File: src/rtl/id_decode_if.sv
// Fetch-to-decode and decode-to-execute handshake bundle for id_decode_stage.
// The master side drives fetch/flush/consume; the slave side is the decode stage.
interface id_decode_if #(
   parameter int unsigned XLEN = 32
);
   localparam int unsigned ILEN  = 32;
   localparam int unsigned REG_W = 5;
   localparam int unsigned SEL_W = 3;

   logic              flush;
   logic              if_valid;
   logic              if_ready;
   logic [ILEN-1:0]   if_inst;
   logic [XLEN-1:0]   if_pc;
   logic              id_valid;
   logic              id_ready;
   logic [ILEN-1:0]   id_inst;
   logic [XLEN-1:0]   id_pc;
   logic [SEL_W-1:0]  imm_sel;
   logic [REG_W-1:0]  rs1;
   logic [REG_W-1:0]  rs2;
   logic [REG_W-1:0]  rd;
   logic [2:0]        funct3;
   logic              funct7b5;
   logic              reg_we;
   logic              illegal;

   modport master (
      output flush, if_valid, if_inst, if_pc, id_ready,
      input  if_ready, id_valid, id_inst, id_pc, imm_sel, rs1, rs2, rd,
             funct3, funct7b5, reg_we, illegal
   );

   modport slave (
      input  flush, if_valid, if_inst, if_pc, id_ready,
      output if_ready, id_valid, id_inst, id_pc, imm_sel, rs1, rs2, rd,
             funct3, funct7b5, reg_we, illegal
   );
endinterface

File: src/rtl/id_decode_stage.sv
// RV32I decode stage: registered valid/ready stage with a one-entry skid buffer and
// field/immediate-select decode. Define DECODE_ILLEGAL_CHK_EN to flag unsupported opcodes.
module id_decode_stage #(
   parameter int unsigned     XLEN   = 32,
   parameter logic [XLEN-1:0] RST_PC = '0
) (
   input  logic        clk,
   input  logic        rst_n,
   id_decode_if.slave  dec_if
);
   localparam int unsigned ILEN  = 32;
   localparam int unsigned REG_W = 5;
   localparam int unsigned SEL_W = 3;
   localparam int unsigned OPC_W = 7;

   localparam logic [ILEN-1:0] NOP_INST = 32'h0000_0013;

   localparam logic [SEL_W-1:0] IMM_SHAMT = 3'b000;
   localparam logic [SEL_W-1:0] IMM_I     = 3'b001;
   localparam logic [SEL_W-1:0] IMM_S     = 3'b010;
   localparam logic [SEL_W-1:0] IMM_B     = 3'b011;
   localparam logic [SEL_W-1:0] IMM_U     = 3'b100;
   localparam logic [SEL_W-1:0] IMM_J     = 3'b101;
   localparam logic [SEL_W-1:0] IMM_NONE  = 3'b111;

   localparam logic [OPC_W-1:0] OPC_OP     = 7'b0110011;
   localparam logic [OPC_W-1:0] OPC_OP_IMM = 7'b0010011;
   localparam logic [OPC_W-1:0] OPC_LOAD   = 7'b0000011;
   localparam logic [OPC_W-1:0] OPC_JALR   = 7'b1100111;
   localparam logic [OPC_W-1:0] OPC_STORE  = 7'b0100011;
   localparam logic [OPC_W-1:0] OPC_BRANCH = 7'b1100011;
   localparam logic [OPC_W-1:0] OPC_LUI    = 7'b0110111;
   localparam logic [OPC_W-1:0] OPC_AUIPC  = 7'b0010111;
   localparam logic [OPC_W-1:0] OPC_JAL    = 7'b1101111;
   localparam logic [OPC_W-1:0] OPC_SYSTEM = 7'b1110011;
   localparam logic [OPC_W-1:0] OPC_FENCE  = 7'b0001111;

   typedef struct packed {
      logic [ILEN-1:0]  inst;
      logic [XLEN-1:0]  pc;
      logic [SEL_W-1:0] imm_sel;
      logic [REG_W-1:0] rs1;
      logic [REG_W-1:0] rs2;
      logic [REG_W-1:0] rd;
      logic [2:0]       funct3;
      logic             funct7b5;
      logic             reg_we;
      logic             illegal;
   } dec_t;

   localparam dec_t RST_DEC = '{
      inst:     NOP_INST,
      pc:       RST_PC,
      imm_sel:  IMM_I,
      rs1:      '0,
      rs2:      '0,
      rd:       '0,
      funct3:   '0,
      funct7b5: 1'b0,
      reg_we:   1'b0,
      illegal:  1'b0
   };

   // EMPTY: nothing held; BUSY: output reg full; FULL: output and skid full
   typedef enum logic [1:0] {
      S_EMPTY = 2'b00,
      S_BUSY  = 2'b01,
      S_FULL  = 2'b10
   } state_e;

   // Field and control decode; done before the register so outputs are flop-driven
   function automatic dec_t decode(input logic [ILEN-1:0] inst, input logic [XLEN-1:0] pc);
      dec_t d;
      d.inst     = inst;
      d.pc       = pc;
      d.rs1      = inst[19:15];
      d.rs2      = inst[24:20];
      d.rd       = inst[11:7];
      d.funct3   = inst[14:12];
      d.funct7b5 = inst[30];
      d.imm_sel  = IMM_NONE;
      d.reg_we   = 1'b0;
      d.illegal  = 1'b0;
      case (inst[6:0])
         OPC_OP: begin
            d.reg_we = 1'b1;
         end
         OPC_OP_IMM: begin
            d.imm_sel = (inst[13:12] == 2'b01) ? IMM_SHAMT : IMM_I;
            d.reg_we  = 1'b1;
         end
         OPC_LOAD, OPC_JALR: begin
            d.imm_sel = IMM_I;
            d.reg_we  = 1'b1;
         end
         OPC_STORE: begin
            d.imm_sel = IMM_S;
         end
         OPC_BRANCH: begin
            d.imm_sel = IMM_B;
         end
         OPC_LUI, OPC_AUIPC: begin
            d.imm_sel = IMM_U;
            d.reg_we  = 1'b1;
         end
         OPC_JAL: begin
            d.imm_sel = IMM_J;
            d.reg_we  = 1'b1;
         end
         OPC_SYSTEM: begin
            d.imm_sel = IMM_I;
            d.reg_we  = (inst[14:12] != 3'b000);
         end
         OPC_FENCE: begin
            d.imm_sel = IMM_NONE;
         end
`ifdef DECODE_ILLEGAL_CHK_EN
         default: begin
            d.illegal = 1'b1;
         end
`else
         default: begin
            d.illegal = 1'b0;
         end
`endif
      endcase
`ifdef DECODE_ILLEGAL_CHK_EN
      if (inst[1:0] != 2'b11) begin
         d.illegal = 1'b1;
      end
`endif
      // x0 is never written
      d.reg_we = d.reg_we & (d.rd != '0);
      return d;
   endfunction

   state_e state_q, state_d;
   dec_t   out_q, out_d;
   dec_t   skid_q, skid_d;
   dec_t   in_dec_c;
   logic   id_valid_q, id_valid_d;
   logic   if_ready_q, if_ready_d;
   logic   accept_c;
   logic   fire_c;

   assign in_dec_c = decode(dec_if.if_inst, dec_if.if_pc);
   assign accept_c = dec_if.if_valid & if_ready_q & ~dec_if.flush;
   assign fire_c   = id_valid_q & dec_if.id_ready;

   // State register
   always_ff @(posedge clk or negedge rst_n) begin
      if (!rst_n) begin
         state_q <= S_EMPTY;
      end else begin
         state_q <= state_d;
      end
   end

   // Next-state: occupancy of output reg + skid
   always_comb begin
      state_d = state_q;
      if (dec_if.flush) begin
         state_d = S_EMPTY;
      end else begin
         case (state_q)
            S_EMPTY: begin
               if (accept_c) state_d = S_BUSY;
            end
            S_BUSY: begin
               if (fire_c && !accept_c)      state_d = S_EMPTY;
               else if (!fire_c && accept_c) state_d = S_FULL;
            end
            S_FULL: begin
               if (fire_c) state_d = S_BUSY;
            end
            default: begin
               state_d = S_EMPTY;
            end
         endcase
      end
   end

   // Output/datapath: steer incoming or skid entry into the output register
   always_comb begin
      out_d      = out_q;
      skid_d     = skid_q;
      id_valid_d = (state_d != S_EMPTY);
      if_ready_d = (state_d != S_FULL);
      if (!dec_if.flush) begin
         case (state_q)
            S_EMPTY: begin
               if (accept_c) out_d = in_dec_c;
            end
            S_BUSY: begin
               if (accept_c) begin
                  if (fire_c) out_d  = in_dec_c;
                  else        skid_d = in_dec_c;
               end
            end
            S_FULL: begin
               if (fire_c) out_d = skid_q;
            end
            default: begin
               out_d = out_q;
            end
         endcase
      end
   end

   always_ff @(posedge clk or negedge rst_n) begin
      if (!rst_n) begin
         out_q      <= RST_DEC;
         skid_q     <= RST_DEC;
         id_valid_q <= 1'b0;
         if_ready_q <= 1'b1;
      end else begin
         out_q      <= out_d;
         skid_q     <= skid_d;
         id_valid_q <= id_valid_d;
         if_ready_q <= if_ready_d;
      end
   end

   assign dec_if.if_ready = if_ready_q;
   assign dec_if.id_valid = id_valid_q;
   assign dec_if.id_inst  = out_q.inst;
   assign dec_if.id_pc    = out_q.pc;
   assign dec_if.imm_sel  = out_q.imm_sel;
   assign dec_if.rs1      = out_q.rs1;
   assign dec_if.rs2      = out_q.rs2;
   assign dec_if.rd       = out_q.rd;
   assign dec_if.funct3   = out_q.funct3;
   assign dec_if.funct7b5 = out_q.funct7b5;
   assign dec_if.reg_we   = out_q.reg_we;
   assign dec_if.illegal  = out_q.illegal;
endmodule
File: src/flat_wrapper.sv
// flat-port wrapper written by rule: the top's interface ports become plain ports
module id_decode_stage_flat 
#(
   parameter int unsigned     XLEN   = 32,
   parameter logic [XLEN-1:0] RST_PC = '0
)
  (clk, rst_n, dec_if_flush, dec_if_if_valid, dec_if_if_inst, dec_if_if_pc, dec_if_id_ready, dec_if_if_ready, dec_if_id_valid, dec_if_id_inst, dec_if_id_pc, dec_if_imm_sel, dec_if_rs1, dec_if_rs2, dec_if_rd, dec_if_funct3, dec_if_funct7b5, dec_if_reg_we, dec_if_illegal);
  id_decode_if #(.XLEN(XLEN)) dec_if_i ();
  input  logic clk;
  input  logic rst_n;
  input wire logic [$bits(dec_if_i.flush)-1:0] dec_if_flush;
  input wire logic [$bits(dec_if_i.if_valid)-1:0] dec_if_if_valid;
  input wire logic [$bits(dec_if_i.if_inst)-1:0] dec_if_if_inst;
  input wire logic [$bits(dec_if_i.if_pc)-1:0] dec_if_if_pc;
  input wire logic [$bits(dec_if_i.id_ready)-1:0] dec_if_id_ready;
  output wire logic [$bits(dec_if_i.if_ready)-1:0] dec_if_if_ready;
  output wire logic [$bits(dec_if_i.id_valid)-1:0] dec_if_id_valid;
  output wire logic [$bits(dec_if_i.id_inst)-1:0] dec_if_id_inst;
  output wire logic [$bits(dec_if_i.id_pc)-1:0] dec_if_id_pc;
  output wire logic [$bits(dec_if_i.imm_sel)-1:0] dec_if_imm_sel;
  output wire logic [$bits(dec_if_i.rs1)-1:0] dec_if_rs1;
  output wire logic [$bits(dec_if_i.rs2)-1:0] dec_if_rs2;
  output wire logic [$bits(dec_if_i.rd)-1:0] dec_if_rd;
  output wire logic [$bits(dec_if_i.funct3)-1:0] dec_if_funct3;
  output wire logic [$bits(dec_if_i.funct7b5)-1:0] dec_if_funct7b5;
  output wire logic [$bits(dec_if_i.reg_we)-1:0] dec_if_reg_we;
  output wire logic [$bits(dec_if_i.illegal)-1:0] dec_if_illegal;
  assign dec_if_i.flush = dec_if_flush;
  assign dec_if_i.if_valid = dec_if_if_valid;
  assign dec_if_i.if_inst = dec_if_if_inst;
  assign dec_if_i.if_pc = dec_if_if_pc;
  assign dec_if_i.id_ready = dec_if_id_ready;
  assign dec_if_if_ready = dec_if_i.if_ready;
  assign dec_if_id_valid = dec_if_i.id_valid;
  assign dec_if_id_inst = dec_if_i.id_inst;
  assign dec_if_id_pc = dec_if_i.id_pc;
  assign dec_if_imm_sel = dec_if_i.imm_sel;
  assign dec_if_rs1 = dec_if_i.rs1;
  assign dec_if_rs2 = dec_if_i.rs2;
  assign dec_if_rd = dec_if_i.rd;
  assign dec_if_funct3 = dec_if_i.funct3;
  assign dec_if_funct7b5 = dec_if_i.funct7b5;
  assign dec_if_reg_we = dec_if_i.reg_we;
  assign dec_if_illegal = dec_if_i.illegal;
  id_decode_stage #(.XLEN(XLEN), .RST_PC(RST_PC)) u_core (.clk(clk), .rst_n(rst_n), .dec_if(dec_if_i));
endmodule
File: config.mk
export PLATFORM = sky130hd
export DESIGN_NAME = id_decode_stage_flat
export DESIGN_NICKNAME = d
export VERILOG_FILES = /design/src/rtl/id_decode_if.sv /design/src/rtl/id_decode_stage.sv /design/src/flat_wrapper.sv
export SDC_FILE = /design/constraint.sdc
export NUM_CORES = 1
export LEC_CHECK = 0
export CAP_MARGIN = 10
export CORE_ASPECT_RATIO = 0.8
export CORE_MARGIN = 2
export CORE_UTILIZATION = 49
export CTS_CLUSTER_DIAMETER = 150
export DETAILED_ROUTE_END_ITERATION = 8
export GPL_ROUTABILITY_DRIVEN = 0
export PLACE_DENSITY = 0.81
export SYNTH_ARGS = -nofsm -noshare
export SYNTH_HDL_FRONTEND = slang
export SYNTH_SLANG_ARGS = --single-unit
File: constraint.sdc
create_clock -name clk -period 2.1 [get_ports clk]
set_clock_uncertainty 0.05 [all_clocks]
set_input_delay 0.42 -clock clk [delete_from_list [all_inputs] [get_ports clk]]
set_output_delay 0.42 -clock clk [all_outputs]
set_load 0.02 [all_outputs]
* Word-level counts from Yosys, hierarchy flattened *
Cells that the tools add are included.

storage, ports and cells
  logic and storage cells = 74
  flip-flop bits (word level) = 179
  output and inout bits = 90

cells by class
  bitwise gates (word level) = 6
  equality and inequality tests = 18
  reductions and logical operators = 14
  muxes and demuxes = 14

operators by type and width
  operator                                                          count
  88-bit two-way mux                                                4
  88-bit one-hot mux with 3 select lines                            1
  7-bit == test (second input constant)                             4
  7-bit by 6-bit == test with 1-bit output (second input constant)  3
  3-bit one-hot mux with 6 select lines                             1
  7-bit by 5-bit == test with 1-bit output (second input constant)  2
  2-bit two-way mux                                                 5
  2-bit by 1-bit != test with 1-bit output (second input constant)  4
  7-bit by 2-bit == test with 1-bit output (second input constant)  1
  7-bit OR reduction                                                1
  2-bit one-hot mux with 3 select lines                             1
  6-bit AND reduction                                               1
  3-bit nonzero test                                                2
  5-bit nonzero test                                                1
  1-bit bitwise AND                                                 4
  2-bit by 1-bit == test with 1-bit output (second input constant)  2
  4-bit AND reduction                                               1
  3-bit OR reduction                                                1
  2-bit == test (second input constant)                             1
  1-bit logical AND                                                 2
  1-bit zero test                                                   2
  2-bit zero test                                                   1
  2-bit != test (second input constant)                             1
  1-bit inverter                                                    2
  other kinds (4)                                                   4

* Longest topological paths before layout *
Gate-level depths: netlist (run 1).

  word-level depth = 8
  gate-level depth with buffers = 7
  gate-level depth less buffers = 5

* Worst setup path after synthesis (run 1) *
OpenSTA, ideal clock, no wires.

  path kind = flip-flop to flip-flop
  start = reg u_core.if_ready_q (netlist: u_core.dec_if.if_ready)
  end = reg u_core.skid_q[11] (netlist bit)
  path buffers = 2
  required time = 1.925 ns
  stages on the path, launching flop included = 7
  slack = 0.224 ns
  arrival time = 1.701 ns
  path through = dfstp_2 > and3b_1 > nand2_1 > a211o_1 > clkbuf_1 > buf_2 > mux2_2

between the ends
  longest elaborated chain between the ends = 3

RTL lines
  item                                  RTL line                source
  start: declaration                    id_decode_stage.sv:142  logic if_ready_q, if_ready_d;
  start signal: assignment              id_decode_stage.sv:220  if_ready_q <= if_ready_d;
  1-bit bitwise AND (2 in a row)        id_decode_stage.sv:147  assign accept_c = dec_if.if_valid & if_ready_q & ~dec_if.flush;
  4-bit AND reduction (no source line)  --
  end signal: assignment                id_decode_stage.sv:218  skid_q <= skid_d;
  end: declaration                      id_decode_stage.sv:139  dec_t skid_q, skid_d;

No other way between the ends.
A chain may end at the register's enable or synchronous reset.

* Worst setup path in the final report (run 1) *
  start = reg u_core.out_q, in the netlist u_core.dec_if.id_inst[0]
  end = out dec_if_id_inst[0]

RTL lines
  item                      RTL line                source
  start: declaration        id_decode_stage.sv:138  dec_t out_q, out_d;
  start signal: assignment  id_decode_stage.sv:217  out_q <= out_d;
  end: declaration          flat_wrapper.sv:18      output wire logic [$bits(dec_if_i.id_inst)-1:0] dec_if_id_inst;

No word-level cell between the ends.

==> results of run 1 <==
final timing paths:
kind | startpoint | to | slack [ns] | cells after the start
min in group asynchronous | rst_n | u_core.dec_if.id_inst[15] | 0.44 | 2
worst max-delay path | u_core.dec_if.id_inst[0] | dec_if_id_inst[0] | 0.05 | 1
worst min register to register | u_core.skid_q[23] | u_core.skid_q[23] | 0.43 | 1
worst min-delay path | u_core.skid_q[23] | u_core.skid_q[23] | 0.43 | 1
worst max register to register | u_core.dec_if.if_ready | u_core.skid_q[13] | 0.22 | 5
max in group asynchronous | rst_n | u_core.dec_if.imm_sel[0] | 0.90 | 3
registers in the layout, indices dropped and copies added, names as in the netlist:
| register | count |
|---|---|
| u_core.skid_q | 68 |
| u_core.dec_if.id_pc | 32 |
| u_core.dec_if.id_inst | 28 |
| u_core.dec_if.rd | 4 |
| u_core.dec_if.imm_sel | 3 |
| u_core.state_q | 2 |
| u_core.dec_if.id_valid | 1 |
| u_core.dec_if.if_ready | 1 |
| u_core.dec_if.reg_we | 1 |
where the power goes:
part | internal, mW | leakage [nW] | switching, mW | total, mW
clock | 1.96 | 0.291 | 1.07 | 3.03
sequential | 3.76 | 1.62 | 0.612 | 4.38
combinational | 1.80 | 1.72 | 1.60 | 3.40
total | 7.52 | 3.63 | 3.28 | 10.8
metrics by stage:
stage               TNS [ns]  worst slack (ns)  hold WS (ns)
floorplan                  0             0.224        0.0744
global placement       -9.73            -0.129         0.309
detailed placement    -14.93            -0.163         0.315
CTS                        0            0.0326         0.428
global route               0           0.00359         0.449
finish                     0            0.0512         0.427
cells in the mapped netlist, types with 2 or more instances:
cell,count,share of area
o21ai_0,9,0.0074
nand2_1,136,0.083
a21oi_1,2,0.0016
mux2_2,65,0.12
inv_1,4,0.0025
nand3_1,3,0.0025
clkbuf_1,23,0.014
and3b_1,2,0.0029
o21a_1,3,0.0037
buf_4,20,0.025
nor2_1,71,0.044
dfrtp_1,131,0.54
a31oi_1,65,0.066
buf_2,18,0.015
o22ai_1,2,0.0020
nand2b_1,3,0.0031
nor2b_1,2,0.0020
dfstp_2,9,0.039
o31ai_1,2,0.0025
layout make-up:
type / instances / area (um^2) / share of cell area
sequential: 140 / 3510 / 0.414
multi-input combinational: 385 / 2270 / 0.267
timing repair buffer: 181 / 1910 / 0.224
clock buffer: 25 / 485 / 0.0571
tap: 152 / 190 / 0.0224
clock inverter: 7 / 113 / 0.0133
inverter: 4 / 15.0 / 0.00177
repair_timing:
item	in CTS	in global routing
hold buffers	1	0
endpoints found under the setup margin	0	0
hold endpoints to repair	38	0
cell families (layout without fill, tap and decap cells):
kind of cell,count (synthesis),count (layout)
DFF,140,140
other,1,1
and+or+nand+nor,225,225
muxes,65,65
buffers and inverters,66,217
AOI/OAI and AO/OA,94,94
layer usage:
metal	global-route usage	part of all wire	up-vias
li1	-	-	2273
met2	0.356	0.48	182
met5	0	0	-
met4	0.0823	0.017	0
met1	0.303	0.44	2441
met3	0.0628	0.065	21
==> flow_metrics.tcl, run 1 <==
set metrics [dict create \
    p_leak_nw 3.63 \
    root_buffer "clkbuf_16" \
    yosysUniqueCellTypes 40 \
    layout-drive-gt1-share 0.178 \
    fin_cells 894 \
    grt_usage 0.227 \
    grt_pass1_vias 4811 \
    post_cts_buffers 0 \
    status "finished, final reports clean" \
    n_antenna_cell 0 \
    cts_resized 0 \
    worstSetupEndpointType "output pin" \
    cpLargestDelayFamily "buffers and inverters" \
    ys.flop_type "dfrtp_1" \
    rsz0062_at_grt "false" \
    core_area_um2 12200 \
    async_reset_ff_frac 1.00 \
    setup_viol 0 \
    fp-row-count 36 \
    routed_via_density 5.50 \
    synthAdderAreaFrac 0 \
    syn_area_um2 6120 \
    vdd_drop_max_mv 0.723 \
    startpoint_type "flop" \
    total_power_mw 10.8 \
    required_ns 1.63 \
    power.density_nw_per_um2 1270 \
    slowest_delay_ns 0.63 \
    drt_wl_total_mm 14.7 \
    grt_pass1_wl_mm 23.8 \
    hold_viol_final 0 \
    die-area_um2 13400 \
    ant_nets 0 \
    fillers 832 \
    syn_to_final_growth_pct 38.8 \
    avgSynthCellArea_um2 10.4 \
    cts_sinks 140 \
    numCtsBuffers 17 \
    cts_tree "yes" \
    grt-ovfl-total 0 \
    synth-simple-area-share 0.147 \
    dp_cells 861 \
    grt_max_degree 69 \
    synth-edff-count 0 \
    cp.arrival_ns 1.58 \
    synth_nets 660 \
    synth_xor_area_frac 0 \
    drtIter0Drc 328 \
    antenna_found_initial 0 \
    ios 159 \
    die_y_um 104 \
    route.detailed.drc 0 \
    die_x_um 129 \
    hold_class "flop to flop" \
    cts_buffer_depth 2 \
    ys_ff_latch 140 \
    slowest_stage "clkdlybuf4s50_1" \
    final_cell_mix "clkdlybuf4s50_1 (156), nand2_1 (136), dfrtp_1 (131)" \
    critPathKind "flop to output pin" \
    fmax_ghz 0.488 \
    synth_top_family_by_area "simple AND/OR/NAND/NOR gates" \
    slew_viol_final 0 \
    synth_compound_area_frac 0.101 \
    synthCells 591 \
    routedWlPerCell_um 16.5 \
    layout_commonest_cell "clkdlybuf4s50_1" \
    fin_area_um2 8500 \
    clkLatencyLatePin_ns 0.41 \
    dp_hpwl_mm 9.72 \
    nets 798 \
    fin_util 0.699 \
    clk_pin_slew_ns 0.06 \
    num_vias 4917 \
    ctsHtreeMaxLevel 4 \
    cp.buffers_inverters 1 \
    place_area_um2 7890 \
    seq_area_frac_synth 0.574 \
    synthMuxAreaShare 0.120 \
    fin_crit_ns 2.05 \
    first_pass_iters 5 \
    initial_core_util 0.503 \
    final.period_utilization 0.976 \
    worst-path-max-fanout 2 \
    io_buffers 157 \
    crit_chain "clkdlybuf4s50_1" \
    cap_violations 0 \
    yosysWarnings 0 \
]
Note: power is estimated with default switching activity, not from simulation.
==> inputs of run 2 (changes only) <==
- clock period: 2.1 -> 2.3 ns (I/O delays scaled with it)
==> run 2 against run 1 <==
Net effect: non-clock buffer count shrank 2; flip-flop and latch count is the same; highest routed layer unchanged; sequential share of layout area is essentially flat; worst hold slack gained 0.012 ns; largest power group unchanged.
==> flow_metrics.tcl, run 2 (synthesis results as in run 1) <==
set metrics [dict create \
    critPathKind "flop to output pin" \
    ios 159 \
    fin_setup_tns_ns 0 \
    fin_crit_ns 2.09 \
    startpoint_type "flop" \
    rsz0062_at_grt "false" \
    die_y_um 104 \
    drtIter0Drc 325 \
    place_ws_ns -0.0325 \
    cap_violations 0 \
    cts_buffer_depth 2 \
    status "finished, final reports clean" \
    p_leak_nw 3.62 \
    fmax_ghz 0.478 \
    cts_sinks 140 \
    num_vias 4839 \
    required_ns 1.79 \
    antenna_found_initial 0 \
    numCtsBuffers 17 \
    die-area_um2 13400 \
    pwr-share-comb 0.306 \
    fillers 883 \
    vdd_drop_max_mv 0.684 \
    clkLatencyLatePin_ns 0.41 \
    nets 796 \
    grt_pass1_wl_mm 24.3 \
    ctsHtreeMaxLevel 4 \
    root_buffer "clkbuf_16" \
    hold_class "flop to flop" \
    layout-drive-gt1-share 0.181 \
    dp_hpwl_mm 10.1 \
    switchingPower_mw 3.10 \
    fp-row-count 36 \
    crit_chain "clkdlybuf4s50_1" \
    layout_commonest_cell "clkdlybuf4s50_1" \
    hold_viol_final 0 \
    core_area_um2 12200 \
    grt_pass1_vias 4976 \
    worst-path-max-fanout 2 \
    power.density_nw_per_um2 1190 \
    cts_tree "yes" \
    slew_viol_final 0 \
    n_antenna_cell 0 \
    pwr-share-clk 0.299 \
    fin_util 0.698 \
    first_pass_iters 4 \
    slowest_delay_ns 0.65 \
    die_x_um 129 \
    seq_power_share 0.395 \
    grt_usage 0.231 \
    total_power_mw 10.1 \
    worst_slack_ns 0.209 \
    worstSetupEndpointType "output pin" \
    final.period_utilization 0.909 \
    routedWlPerCell_um 16.7 \
    slowest_stage "clkdlybuf4s50_1" \
    final_cell_mix "clkdlybuf4s50_1 (156), nand2_1 (136), dfrtp_1 (131)" \
    initial_core_util 0.503 \
    drt_wl_total_mm 14.9 \
    clk_pin_slew_ns 0.06 \
    grt_max_degree 44 \
    intPower_mw 7.02 \
    swShare 0.306 \
    grt-ovfl-total 0 \
    holdWs_ns 0.439 \
    largest_reg_flops 68 \
    route.detailed.drc 0 \
    io_buffers 157 \
    routed_via_density 5.42 \
    top_register "u_core.skid_q" \
    cp.arrival_ns 1.58 \
    setup_viol 0 \
    syn_to_final_growth_pct 38.7 \
    cpLargestDelayFamily "buffers and inverters" \
    ant_nets 0 \
    cp.buffers_inverters 1 \
]
[run 2: cell types whose count changed in the layout (fill, tap and decap cells not counted), sizes merged]
| cell | delta |
|---|---|
| clkinvlp | +2 |
| clkbuf | -6 |
| clkinv | -1 |
| buf | -2 |
| inv | +3 |
| bufinv | +2 |
[run 2: metrics by stage]
stage	instances	instance area [um^2]
2_1_floorplan	591	6120
3_3_place_gp	859	7820
3_5_place_dp	859	7820
4_1_cts	892	8490
5_1_grt	892	8490
6_report	892	8490
[run 2: area by class of cell]
type                       instances  area [um^2]  area share
tap                              152          190      0.0224
clock inverter                    13          213      0.0251
sequential                       140         3510       0.414
timing repair buffer             179         1840       0.217
multi-input combinational        385         2270       0.268
clock buffer                      19          443      0.0522
inverter                           4         15.0     0.00177
[run 2: metal layers]
layer,track usage,part of all wire,vias up
met3,0.0514,0.057,23
met2,0.389,0.50,166
met4,0.0839,0.016,0
met5,0,0,-
li1,-,-,2271
met1,0.292,0.43,2379
[run 2: power by group through the flow]
stage               Clock [mW]  Combinational [mW]  Sequential, mW
floorplan                    0                1.35            4.34
global placement             0                3.00            3.94
detailed placement           0                3.10            4.02
CTS                       3.06                3.12            4.00
global route              3.19                3.34            4.11
finish                    3.03                3.09            4.00
[run 2: timing repair]
item                      4_1_cts  5_1_grt
hold endpoints to repair       33        0
hold buffers                    1        0
buffers inserted                0        0
gates resized for setup         0        0
[run 2: path summary, 6_finish.rpt]
check                                         start                  endpoint  slack [ns]  cells after the start
max in group asynchronous                     rst_n  u_core.dec_if.id_inst[4]        1.07                      3
max reg2reg                  u_core.dec_if.if_ready   u_core.dec_if.id_pc[16]        0.35                      7
min in group asynchronous                     rst_n         u_core.state_q[1]        0.49                      2
min reg2reg                        u_core.skid_q[1]          u_core.skid_q[1]        0.44                      2
max                        u_core.dec_if.imm_sel[0]         dec_if_imm_sel[0]        0.21                      1
min                                u_core.skid_q[1]          u_core.skid_q[1]        0.44                      2
==> inputs of run 3 (changes only) <==
- CORE_UTILIZATION: 49 -> 51
- CTS_BUF_LIST: default -> sky130_fd_sc_hd__clkbuf_8
- PLACE_DENSITY: 0.81 -> 0.84
- SLEW_MARGIN: default -> 20
==> run 3 against run 2 <==
Net effect: maximum frequency shrank 0.94%; sequential share of layout area rose by 1.7 points; cell area decreased by 3.8%; clock power decreased by 38%; wire length shrank 3.4%; critical endpoint is now dec_if_id_inst[0].
==> flow_metrics.tcl, run 3 (synthesis results as in run 1) <==
set metrics [dict create \
    status "finished, final reports clean" \
    clk_pin_slew_ns 0.07 \
    final.period_utilization 0.918 \
    initial_core_util 0.527 \
    die_y_um 102 \
    crit_chain "clkdlybuf4s50_1" \
    core_area_um2 11600 \
    cp.arrival_ns 1.60 \
    fin_cells 881 \
    required_ns 1.79 \
    fmax_ghz 0.474 \
    io_buffers 157 \
    cpLargestDelayFamily "buffers and inverters" \
    n_antenna_cell 0 \
    slew_viol_final 0 \
    drt_wl_total_mm 14.4 \
    top_register "u_core.skid_q" \
    die_x_um 126 \
    numCtsBuffers 17 \
    cts_tree "yes" \
    routedWlPerCell_um 16.4 \
    cts_resized 0 \
    clkLatencyLatePin_ns 0.42 \
    layout_commonest_cell "clkdlybuf4s50_1" \
    cts_buffer_depth 2 \
    drtIter0Drc 328 \
    hold_buffers 1 \
    routed_via_density 5.48 \
    first_pass_iters 4 \
    ant_nets 0 \
    dp_hpwl_mm 9.90 \
    worst-path-max-fanout 2 \
    layout-drive-gt1-share 0.175 \
    route.detailed.drc 0 \
    die-area_um2 12900 \
    nets 791 \
    vdd_drop_max_mv 0.635 \
    dp_cells 850 \
    antenna_found_initial 0 \
    slowest_delay_ns 0.64 \
    fin_crit_ns 2.11 \
    fp-row-count 35 \
    cap_violations 0 \
    worstSetupEndpointType "output pin" \
    setup_viol 0 \
    slowest_stage "clkdlybuf4s50_1" \
    post_cts_buffers 0 \
    ctsHtreeMaxLevel 4 \
    largest_reg_flops 68 \
    rsz0062_at_grt "false" \
    fin_util 0.703 \
    final_cell_mix "clkdlybuf4s50_1 (156), nand2_1 (136), dfrtp_1 (131)" \
    power.density_nw_per_um2 1090 \
    critPathKind "flop to output pin" \
    cp.buffers_inverters 1 \
    grt_max_degree 59 \
    ios 159 \
    grt-ovfl-total 0 \
    grt_pass1_wl_mm 23.6 \
    syn_to_final_growth_pct 33.4 \
    num_vias 4830 \
    hold_viol_final 0 \
    cts_sinks 140 \
    grt_usage 0.231 \
    root_buffer "clkbuf_8" \
    grt_pass1_vias 4820 \
    p_leak_nw 3.47 \
    hold_class "flop to flop" \
    startpoint_type "flop" \
    fin_setup_tns_ns 0 \
]
## run 3: cell types whose count changed in the layout (fill, tap and decap cells not counted), sizes merged
| cell | delta |
|---|---|
| buf | -5 |
| clkbuf | -1 |
| inv | -3 |
| bufinv | -3 |
| clkinv | +5 |
## run 3: cell type report
cell class                      instances  area, um^2
Fill cell                             812        3440
Inverter                                4        15.0
Sequential cell                       140        3510
Clock inverter                         12         125
Timing Repair Buffer                  174        1800
Multi-Input combinational cell        385        2270
Tap cell                              148         185
Clock buffer                           18         248
## run 3: final timing paths
check	startpoint	endpoint	slack, ns	cells after the start
max in group asynchronous	rst_n	u_core.skid_q[21]	1.05	3
min in group asynchronous	rst_n	u_core.skid_q[16]	0.48	2
hold reg to reg	u_core.dec_if.imm_sel[0]	u_core.dec_if.imm_sel[0]	0.44	2
hold / removal	u_core.dec_if.imm_sel[0]	u_core.dec_if.imm_sel[0]	0.44	2
setup reg to reg	u_core.dec_if.if_ready	u_core.skid_q[33]	0.36	5
setup / recovery	u_core.dec_if.id_inst[0]	dec_if_id_inst[0]	0.19	1
## run 3: power breakdown
group | internal [mW] | total [mW] | switching, mW
logic | 1.61 | 3.06 | 1.45
registers | 3.43 | 3.98 | 0.553
clock network | 0.972 | 1.88 | 0.905
## run 3: stage by stage
step	setup slack [ns]	power [mW]	area (um^2)	hold WS, ns
5_1_grt	0.119	9.42	8160	0.456
3_3_place_gp	0.0281	6.93	7780	0.364
6_report	0.189	8.92	8160	0.437
3_5_place_dp	-0.0354	7.10	7780	0.376
2_1_floorplan	0.424	5.69	6120	0.114
4_1_cts	0.177	9.00	8160	0.439
## run 3: routing by layer
layer | share of wire | routed length (um) | up-vias | global-route usage
li1 | - | - | 2249 | -
met3 | 0.072 | 1040 | 7 | 0.0691
met4 | 0.0041 | 59 | 0 | 0.0558
met1 | 0.43 | 6150 | 2398 | 0.293
met5 | 0 | 0 | - | 0
met2 | 0.50 | 7160 | 176 | 0.394
